--- src/rtl/csi2_frame_arbiter.sv ---
// Frame-level arbiter for the two-channel CSI-2 packet muxer: locks mux_sel to one
// channel from FS to FE and changes it only in inter-frame gaps.
module csi2_frame_arbiter #(
  parameter int TO_W        = 20,
  parameter int TIMEOUT_CYC = 1000000,
  parameter int GUARD_CYC   = 8
) (
  input  logic       rx_byte_clk_fr,
  input  logic       reset_n,
  input  logic       arb_en,
  input  logic       fixed_sel,
  input  logic       lp_en_chA,
  input  logic       lp_en_chB,
  input  logic       sp_en_chA,
  input  logic       sp_en_chB,
  input  logic       d2c_payload_en_chA,
  input  logic       d2c_payload_en_chB,
  input  logic [5:0] dt_chA,
  input  logic [5:0] dt_chB,
  output logic       mux_sel,
  output logic       frame_active,
  output logic       timeout_pulse,
  output logic [7:0] drop_cnt_chA,
  output logic [7:0] drop_cnt_chB
);

  typedef enum logic [1:0] {
    WAIT_FS  = 2'd0,
    IN_FRAME = 2'd1,
    SWITCH   = 2'd2
  } state_e;

  localparam logic [TO_W-1:0] TO_LAST    = TO_W'(TIMEOUT_CYC - 1);
  localparam logic [7:0]      GUARD_LAST = 8'(GUARD_CYC - 1);

  state_e          state_q, state_d;
  logic [TO_W-1:0] to_cnt_q, to_cnt_d;
  logic [7:0]      guard_cnt_q, guard_cnt_d;
  logic            mux_sel_q, mux_sel_d;
  logic            frame_active_q, frame_active_d;
  logic            timeout_q, timeout_d;
  logic [7:0]      drop_a_q, drop_a_d;
  logic [7:0]      drop_b_q, drop_b_d;

  logic fs_a, fs_b, fe_a, fe_b, fs_sel, fe_sel;
  logic target, tgt_busy, to_hit, guard_ok;
  logic accept_fs, to_fire, sw_exit;

  function automatic logic [7:0] sat_inc(input logic [7:0] v);
    return (v == 8'hFF) ? v : v + 8'd1;
  endfunction

  assign fs_a     = sp_en_chA && (dt_chA == 6'h00);
  assign fs_b     = sp_en_chB && (dt_chB == 6'h00);
  assign fe_a     = sp_en_chA && (dt_chA == 6'h01);
  assign fe_b     = sp_en_chB && (dt_chB == 6'h01);
  assign fs_sel   = mux_sel_q ? fs_b : fs_a;
  assign fe_sel   = mux_sel_q ? fe_b : fe_a;
  assign target   = arb_en ? ~mux_sel_q : fixed_sel;
  assign tgt_busy = target ? (lp_en_chB || d2c_payload_en_chB)
                           : (lp_en_chA || d2c_payload_en_chA);
  assign to_hit   = (to_cnt_q == TO_LAST);
  assign guard_ok = (guard_cnt_q >= GUARD_LAST);

  always_ff @(posedge rx_byte_clk_fr or negedge reset_n) begin
    if (!reset_n) begin
      state_q        <= WAIT_FS;
      to_cnt_q       <= '0;
      guard_cnt_q    <= '0;
      mux_sel_q      <= 1'b0;
      frame_active_q <= 1'b0;
      timeout_q      <= 1'b0;
      drop_a_q       <= '0;
      drop_b_q       <= '0;
    end else begin
      state_q        <= state_d;
      to_cnt_q       <= to_cnt_d;
      guard_cnt_q    <= guard_cnt_d;
      mux_sel_q      <= mux_sel_d;
      frame_active_q <= frame_active_d;
      timeout_q      <= timeout_d;
      drop_a_q       <= drop_a_d;
      drop_b_q       <= drop_b_d;
    end
  end

  always_comb begin
    state_d     = state_q;
    to_cnt_d    = to_cnt_q + TO_W'(1);
    guard_cnt_d = '0;
    accept_fs   = 1'b0;
    to_fire     = 1'b0;
    sw_exit     = 1'b0;
    case (state_q)
      WAIT_FS: begin
        // A pending fixed-channel change outranks a frame start on the old channel
        if (!arb_en && (fixed_sel != mux_sel_q)) begin
          state_d  = SWITCH;
          to_cnt_d = '0;
        end else if (fs_sel) begin
          state_d   = IN_FRAME;
          to_cnt_d  = '0;
          accept_fs = 1'b1;
        end else if (arb_en && to_hit) begin
          state_d  = SWITCH;
          to_cnt_d = '0;
          to_fire  = 1'b1;
        end
      end
      IN_FRAME: begin
        if (fe_sel || to_hit) begin
          state_d  = (target != mux_sel_q) ? SWITCH : WAIT_FS;
          to_cnt_d = '0;
          to_fire  = !fe_sel;
        end else if (fs_sel) begin
          to_cnt_d = '0;
        end
      end
      SWITCH: begin
        to_cnt_d    = '0;
        guard_cnt_d = sat_inc(guard_cnt_q);
        if (guard_ok && !tgt_busy) begin
          state_d     = WAIT_FS;
          guard_cnt_d = '0;
          sw_exit     = 1'b1;
        end
      end
      default: begin
        state_d  = WAIT_FS;
        to_cnt_d = '0;
      end
    endcase
  end

  // Only the FS accepted in WAIT_FS escapes drop counting; everything else is a drop
  always_comb begin
    mux_sel_d      = sw_exit ? target : mux_sel_q;
    frame_active_d = (state_d == IN_FRAME);
    timeout_d      = to_fire;
    drop_a_d       = (fs_a && !(accept_fs && !mux_sel_q)) ? sat_inc(drop_a_q) : drop_a_q;
    drop_b_d       = (fs_b && !(accept_fs &&  mux_sel_q)) ? sat_inc(drop_b_q) : drop_b_q;
  end

  assign mux_sel       = mux_sel_q;
  assign frame_active  = frame_active_q;
  assign timeout_pulse = timeout_q;
  assign drop_cnt_chA  = drop_a_q;
  assign drop_cnt_chB  = drop_b_q;

endmodule

--- config.mk ---
export PLATFORM = sky130hd
export DESIGN_NAME = csi2_frame_arbiter
export DESIGN_NICKNAME = d
export VERILOG_FILES = /design/src/rtl/csi2_frame_arbiter.sv
export SDC_FILE = /design/constraint.sdc
export NUM_CORES = 1
export LEC_CHECK = 0
export CAP_MARGIN = 10
export CORE_ASPECT_RATIO = 0.75
export CORE_MARGIN = 1.5
export CORE_UTILIZATION = 50
export CTS_BUF_LIST = sky130_fd_sc_hd__clkbuf_16
export DETAILED_ROUTE_END_ITERATION = 8
export PLACE_DENSITY = 0.74
export SETUP_SLACK_MARGIN = 0.2
export SLEW_MARGIN = 20
export SYNTH_ARGS = -nofsm -noshare
export SYNTH_HDL_FRONTEND = slang
export SYNTH_SLANG_ARGS = --single-unit
--- constraint.sdc ---
create_clock -name rx_byte_clk_fr -period 4.8 [get_ports rx_byte_clk_fr]
set_input_delay 0.48 -clock rx_byte_clk_fr [delete_from_list [all_inputs] [get_ports rx_byte_clk_fr]]
set_output_delay 0.48 -clock rx_byte_clk_fr [all_outputs]
set_load 0.1 [all_outputs]
* After elaboration in Yosys (flattened, before gate mapping)
Index checks and enable logic that the tools add are counted.
** Storage, ports and cells
- Latch bits :: 0
- Register bits after elaboration :: 49
- RAM bits :: 0
- Word-level logic and storage cells :: 83
- Output and inout port bits :: 19
- Memories :: 0
- Bits in read-only memories :: 0
** Cells by class
- Magnitude comparators :: 1
- Bitwise operators :: 3
- Add/subtract/negate cells :: 4
- $mul :: 0
- Eq/ne operators :: 12
- Shifts and indexed selects :: 0
- Reductions and logical operators :: 25
- Div/mod/pow operators :: 0
- Mux-type cells :: 30
** Operators by type and width (number)
- two-way mux 20 bit :: 5
- case mux 20 bit (2 select lines) :: 1
- adder 8 x 1 -> 8 bit (second input constant) :: 3
- equality test 8 bit (second input constant) :: 3
- two-way mux 8 bit :: 3
- adder 20 x 1 -> 20 bit (second input constant) :: 1
- equality test 20 bit (second input constant) :: 1
- two-way mux 1 bit :: 13
- equality test 6 x 1 -> 1 bit (second input constant) :: 2
- zero test 6 bit :: 2
- two-way mux 2 bit :: 6
- logical AND 1 bit :: 11
- >= comparator 8 x 3 -> 1 bit (second input constant) :: 1
- zero test 1 bit :: 6
- case mux 2 bit (3 select lines) :: 1
- equality test 2 x 1 -> 1 bit (second input constant) :: 2
- AND reduction 2 bit :: 2
- logical OR 1 bit :: 3
- != test 3 bit (second input constant) :: 1
- inverter 1 bit :: 3
- equality test 2 bit (second input constant) :: 1
- zero test 2 bit :: 1
- != test 1 bit :: 2
- case mux 1 bit (2 select lines) :: 1

* Logic depth before layout (Yosys ltp)
Gate-level depths: netlist of run 1.
- Depth in word-level cells :: 10
- Depth in mapped cells :: 7
- Gate-level depth less buffers :: 6

* Least setup slack after synthesis of run 1
Ideal clock, no wire load.
- Path type :: register to register
- From :: register mux_sel_q, in the netlist mux_sel
- To :: register to_cnt_q[10]
- Clock period less this slack :: 2387 ps
- Path buffers :: 2
- Arrival :: 2266 ps
- Stages on the path, launching flop included :: 8
- Setup time :: 121 ps
- Path slack :: 2413 ps
- Cells stage by stage :: dfrtp_1 > clkbuf_1 > or4bb_1 > o32ai_1 > a211oi_1 > o211ai_1 > buf_2 > nor2_1
** Between the ends
- Cells in the longest elaborated chain, start to end :: 4
- Elaborated cells between the ends (all ways) :: 10
** RTL lines
- from (decl) :: RTL line 39 : logic mux_sel_q, mux_sel_d;
- from (signal assigned) :: RTL line 79 : mux_sel_q <= mux_sel_d;
- two-way mux 1 bit, or another cell as far along :: RTL line 57 : assign fs_sel = mux_sel_q ? fs_b : fs_a;
- two-way mux 20 bit, or another cell as far along :: RTL line 115 : end else if (fs_sel) begin
- two-way mux 20 bit (on tied branches) :: RTL line 111, 97
- case mux 20 bit (2 select lines) (*) :: RTL line 94 : case (state_q)
- via to_cnt_d[10] :: RTL line 37 : logic [TO_W-1:0] to_cnt_q, to_cnt_d;
- to (signal assigned) :: RTL line 77 : to_cnt_q <= to_cnt_d;
- to (decl) :: RTL line 37
The timed path passes the listed nets; every way through them passes the cells marked *.
A chain may end at the register's enable or synchronous reset.

* Worst setup path after layout of run 1
- From :: input port dt_chA[1]
- To :: register to_cnt_q[9]
** Between the ends
- Cells in the longest elaborated chain, start to end :: 6
- Elaborated cells between the ends (all ways) :: 12
** RTL lines
- from (decl) :: RTL line 18 : input logic [5:0] dt_chA,
- zero test 6 bit / equality test 6 x 1 -> 1 bit (equally long branches) :: RTL line 53, 55
- logical AND 1 bit (on tied branches) :: RTL line 53, 55
- two-way mux 1 bit (on tied branches) :: RTL line 57, 58
- two-way mux 20 bit, or another cell as far along :: RTL line 115
- two-way mux 20 bit (on tied branches) :: RTL line 111, 97
- case mux 20 bit (2 select lines) (*) :: RTL line 94
- via to_cnt_d[9] :: RTL line 37
Marked as above.

==> run metrics, run 1 <==
Cell Area, Placed 0.00297 sq mm; crit-path max FO 20; Critical Path End Type flip-flop; Mapped Area around 0.0025 sq mm; Post-DP HPWL around 3.5 mm; diode count 0; DRC 8; GR peak layer met2; post-layout min period about 2.6 ns; WHS just over 0.2 ns; Boundary Pins between 40 and 50; first-pass GRT wire length just under 9 mm; die width between 80 and 90 microns; Reg2Reg Setup Slack 2.68 ns; CP Data Arrival Time 2.76 ns; CP required just under 5 ns; worst-margin pin slew between 0.9 and 1 ns; multi-input logic area about 0.0013 sq mm; vias in the first global route between 1500 and 2000; RSZ-0062 raised after global routing false; initial drt markers just over 90; mean routed wirelength per cell 14.1 microns; max-slew violations 0; row cnt 22; post-route cell area 0.00316 sq mm; Initial DRT Pass Iterations 6; critical path launch point type primary input; post-synth top area cell dfrtp_1; peak supply drop ~0.00024 V; Routed Antenna Nets 0; EDFF count, synth 0; status finished with violations; top cell type's share of synthesized area 0.488; GRT Total Usage 0.201; fillers 413; min-delay worst type in -> async; Final WS setup between 2 and 2.5 ns; leakage roughly 1.3 nW; syn_area_per_cell approximately 10 sq um; CTS-repair resized insts 0; post-synthesis sequential area ratio 0.488; Post-synth ARST share 1.00; largest cells by area after synthesis dfrtp_1 49%, xnor2_1 7.3%, nor2_1 5.8%; Die Span Y 64.4 microns; Clock Sinks 49; nets@finish 320; Worst Reg-to-Reg Cells 6; top-count cell post-synth dfrtp_1; die area 0.00547 sq mm; FF+latch area roughly 0.0012 sq mm; clk_lat worst skew around 0.28 ns; GRT overflow 0; Clock Path Buffers 2; post-synthesis net count 277; clock root cell clkbuf_16; initial antenna violation count 0; Critical R2R Capture to_cnt_q[9]$_DFF_PN0_; Starting Density 0.516; Port Buffers 40; vias per std cell 5.56; DP Worst Slack 1.91 ns; setup bufs post-CTS 0; Syn-to-layout area delta 25.8%; final hold violation count 0; largest net degree at the start of global routing 50; CTS Buf Count 5; met3 usage 0.0420; fin crit share 0.540; CTS Hold Bufs 0; Relative slew margins 0.348; met2 Usage GRT 0.325; YS warnings 0; setup TNS 0 ns; routability cong. roughly 0.84; Core Util, Final 0.649; Setup violations, final 0; Detailed Route WL 4.99 mm; flops & latches, synth 49; vias slightly below 2000; CTS clock-pin slew for the worst setup and hold paths roughly 0.070 ns; cell count after synthesis about 250; Setup Skew 0.00416 ns; dominant synthesized flop cell dfrtp_1; failing checks DRC; f_max ~0.39 GHz; share of cells above drive strength 1 0.0542; met1 usage 0.276; distinct cell type count after synthesis 42; most instantiated cells after synthesis 49 x dfrtp_1, 39 x nor2_1, 21 x xnor2_1; # H-tree levels 2; critical setup path kind in -> reg; maxcap violations 0; PD cells 368 mW/mm^2; Reg-to-Reg Start mux_sel$_DFFE_PN0P_; CTS tree yes; CORE AREA 0.00487 sq mm
-- report_power, final --
part / total, mW / switching (mW) / internal [mW]
sequential: 0.481 / 0.0372 / 0.444
combinational: 0.235 / 0.154 / 0.0807
clock: 0.448 / 0.150 / 0.298
total: 1.16 / 0.342 / 0.822
-- worst max path at each step --
stage                        start  slack (ns)                          end  cells after the start
4_1_cts                  dt_chA[1]        2.20        to_cnt_q[9]$_DFF_PN0_                      7
3_3_place_gp             dt_chA[1]        1.94        to_cnt_q[9]$_DFF_PN0_                      7
3_5_place_dp             dt_chA[1]        1.91        to_cnt_q[9]$_DFF_PN0_                      7
5_1_grt                  dt_chA[3]        2.09  drop_cnt_chA[4]$_DFFE_PN0P_                      6
6_report                 dt_chA[1]        2.21        to_cnt_q[9]$_DFF_PN0_                      7
2_1_floorplan  mux_sel$_DFFE_PN0P_        2.41       to_cnt_q[10]$_DFF_PN0_                      7
-- area by class of cell --
type / instances / area share
inverter: 4 / 0.00474
timing repair buffer: 41 / 0.128
clock inverter: 3 / 0.0206
sequential: 49 / 0.388
clock buffer: 5 / 0.0395
tap: 60 / 0.0237
multi-input combinational: 193 / 0.396
-- per-stage QoR --
stage | instances | total power [mW]
2_1_floorplan | 251 | 0.650
3_3_place_gp | 347 | 0.719
3_5_place_dp | 347 | 0.724
4_1_cts | 355 | 1.17
5_1_grt | 355 | 1.22
6_report | 355 | 1.16
-- registers in the layout, indices dropped and copies added, names as in the netlist --
| name | cells |
|---|---|
| to_cnt_q | 20 |
| drop_cnt_chA | 8 |
| drop_cnt_chB | 8 |
| guard_cnt_q | 8 |
| state_q | 2 |
| frame_active | 1 |
| mux_sel | 1 |
| timeout_pulse | 1 |
-- routing by layer --
| metal | up-vias | wire length [microns] | share of wire |
|---|---|---|---|
| met5 | - | 0 | 0 |
| met4 | 0 | 61 | 0.012 |
| met3 | 6 | 250 | 0.050 |
| met2 | 38 | 2180 | 0.44 |
| met1 | 944 | 2490 | 0.50 |
| li1 | 985 | - | - |
-- critical path, cell delays in order --
cell and delay [ns]:
clkdlybuf4s50_1 0.39, or4_1 0.55, or4b_4 0.55, mux2_2 0.33, o211ai_1 0.10, buf_4 0.26
nor2_1 0.08
-- cell usage in the layout (no fill, tap or decap), types with 3 or more instances in the layout --
cell / Yosys / routed
xor2_1: 16 / 16
inv_1: 3 / 3
and4_1: 7 / 7
nand3_1: 11 / 11
o21ai_1: 3 / 3
xnor2_1: 21 / 21
and2_1: 4 / 4
nand4_1: 14 / 14
clkdlybuf4s50_1: 0 / 39
or4_1: 3 / 3
o211ai_1: 3 / 3
dfrtp_1: 49 / 49
ha_1: 4 / 4
nand2_1: 19 / 19
nor2_1: 39 / 39
clkbuf_16: 0 / 5
a21oi_1: 5 / 5
and3_1: 6 / 6
nor3_1: 8 / 8
-- kinds of logic after synthesis --
group           share of synthesized area
mux                                0.0169
simple gates                        0.263
xor+xnor                            0.129
flops                               0.488
compound gates                     0.0691
buf+inv                            0.0144
fa+ha+maj                          0.0199
Power figures use the tool's default switching activity.
==> run 2: changes to the inputs <==
clock period = 2.51 ns   (was 4.8 ns; I/O delays follow)
==> run 2 against run 1 <==
Compared with the run above: the run still ends with DRC left; clock power rose by 45%; power increased by 80%; non-clock buffer count up 16; design area is 3.1% higher; combinational power grew 130%; register-to-register slack lost 2.2 ns; critical path type unchanged; worst setup slack worse by 2.0 ns; routed wire length increased by 8.6%; clock-buffer cell count unchanged; global-route usage is 0.23 points lower; clock skew increased by 0.0025 ns.
==> run metrics, run 2 (synthesis gave the netlist of run 1 again) <==
Worst Reg-to-Reg Cells 7 (+1); WHS 0.386 ns (+0.182 ns); cell count after placement 357 (+2.9%); CTS Buf Count 5 (unchanged); DRC 17 (+9); PD cells 643 mW/mm^2 (+75%); Flop pwr share 0.435 (+0.022); Clock Sinks 49 (unchanged); initial drt markers 96 (+5.5%); Routed Antenna Nets 0 (unchanged); min-delay worst type in -> async; Critical Path End Type flip-flop; maxcap violations 0 (unchanged); routability cong. 0.826 (-1.5%); max-slew violations 0 (unchanged); vias in the first global route 1905 (+1.2%); Critical R2R Capture to_cnt_q[6]$_DFF_PN0_; f_max between 0.4 and 0.5 GHz; Non-Filler Instances 371 (+4.5%); max FFs per register 20 (unchanged); Reg-to-Reg Start mux_sel$_DFFE_PN0P_; Setup violations, final 0 (unchanged); DP Worst Slack -0.121 ns (-2.03 ns); setup TNS 0 ns (unchanged); Reg2Reg Setup Slack 0.52 ns (-2.16 ns); Detailed Route WL 5.42 mm (+8.6%); fillers 394 (-4.6%); Boundary Pins 41 (unchanged); failing checks DRC; initial antenna violation count 0 (unchanged); die width 84.9 microns (unchanged); first-pass GRT wire length 8.68 mm (-0.79%); fin crit share 0.910; Relative slew margins 0.630 (+0.282); Port Buffers 40 (unchanged); commonest non-fill, non-tap cells in the layout 48 x dfrtp_1, 39 x nor2_1, 31 x buf_4, 21 x xnor2_1, 19 x nand2_1; CP Data Arrival Time 2.46 ns (-0.30 ns); Most flops, register to_cnt_q; RSZ-0062 raised after global routing false; CTS clock-pin slew for the worst setup and hold paths 0.07 ns (about the same); most common cell after layout, fill and taps aside dfrtp_1; mean routed wirelength per cell 14.6 microns (+3.9%); # H-tree levels 2 (unchanged); worst-margin pin slew 0.550 ns (-0.425 ns); critical path launch point type primary input; diode count 0 (unchanged); crit-path max FO 5 (-75%); post-layout min period about 2.3 ns; Starting Density 0.516 (unchanged); die area 0.00547 sq mm (unchanged); clock root cell clkbuf_16; status finished with violations; vias 2075 (+5.2%); final hold violation count 0 (unchanged); leakage 1.50 nW (+12%); Syn-to-layout area delta 29.8%; Design Power 2.10 mW (+80%); Clock Path Buffers 2 (unchanged); row cnt 22 (unchanged); Initial DRT Pass Iterations 6 (unchanged); Power Internal 1.42 mW (+73%); largest net degree at the start of global routing 38 (-24%); Setup Skew 0.00664 ns (+0.00248 ns); CTS tree yes; CP required 2.69 ns (-2.28 ns); combinational power share 0.256 (+0.054); Final WS setup 0.227 ns (-1.98 ns); peak supply drop 0.000447 V (+86%); share of cells above drive strength 1 0.167 (+0.113); Die Span Y 64.4 microns (unchanged); Psw 0.678 mW (+99%); nets@finish 336 (+5.0%); clk_lat worst skew 0.29 ns (about the same); Post-DP HPWL 3.58 mm (+3.3%); CORE AREA 0.00487 sq mm (unchanged); GRT Total Usage 0.199 (-0.00230); Net Sw Frac 0.323 (+0.0296); GRT overflow 0 (unchanged); vias per std cell 5.59 (+0.63%); Clock power frac 0.309 (-0.076); critical setup path kind in -> reg
[run 2: cell count changes in the layout (fill, tap and decap cells not counted), sizes merged]
cell / previous run / this run
buf: 2 / 34
clkdlybuf4s50: 39 / 18
bufinv: 2 / 0
clkbuf: 5 / 7
clkinv: 1 / 3
dlymetal6s2s: 0 / 2
dlygate4sd3: 0 / 1
[run 2: area by class of cell]
type                            instances  area (sq um)  area share
Sequential cell                        49          1230       0.376
Multi-Input combinational cell        193          1270       0.390
Tap cell                               60          75.1      0.0230
Timing Repair Buffer                   57           529       0.162
Clock inverter                          3          17.5     0.00537
Inverter                                4          15.0     0.00460
Clock buffer                            5           125      0.0383
[run 2: what timing repair did]
item	CTS	global route
endpoints found under the setup margin	1	17
setup buffers	0	2
hold buffers	1	0
pin swaps	2	3
cloned	0	3
gates resized for setup	2	6
hold endpoints to repair	12	0
[run 2: power by group through the flow]
stage	sequential, mW	combinational, mW	clock [mW]
after floorplan	1.04	0.205	0
after global placement	0.922	0.482	0
after detailed placement	0.925	0.488	0
after CTS	0.910	0.493	0.669
after global routing	0.924	0.591	0.699
final	0.914	0.537	0.649
[run 2: routing by layer]
metal	global-route usage	wire, microns	vias up
li1	-	-	1016
met1	0.283	2720	1009
met2	0.309	2350	46
met3	0.0497	309	4
met4	0.0492	37	0
met5	0	0	-
[run 2: how the worst max path moves through the flow]
stage	start	cells after the start	slack, ns	end
2_1_floorplan	drop_cnt_chB[0]$_DFFE_PN0P_	5	0.29	drop_cnt_chB[1]$_DFFE_PN0P_
3_3_place_gp	dt_chA[1]	6	-0.06	drop_cnt_chA[5]$_DFFE_PN0P_
3_5_place_dp	dt_chA[1]	6	-0.12	drop_cnt_chA[5]$_DFFE_PN0P_
4_1_cts	dt_chA[1]	6	0.25	drop_cnt_chA[5]$_DFFE_PN0P_
5_1_grt	dt_chA[1]	8	0.18	to_cnt_q[1]$_DFF_PN0_
6_report	dt_chA[1]	8	0.23	to_cnt_q[6]$_DFF_PN0_
[run 2: worst max-delay path, stage by stage]
cell and delay, ns:
clkdlybuf4s50_1 0.40, or4_4 0.49, or4b_4 0.52, mux2_4 0.29, o211ai_1 0.12, buf_4 0.20
clkbuf_16 0.15, nor2_1 0.04
[run 2: metrics by stage]
stage	util	area (sq um)
floorplan	-	2520
global placement	0.618	3010
detailed placement	0.618	3010
CTS	0.652	3180
global route	0.670	3260
finish	0.670	3260
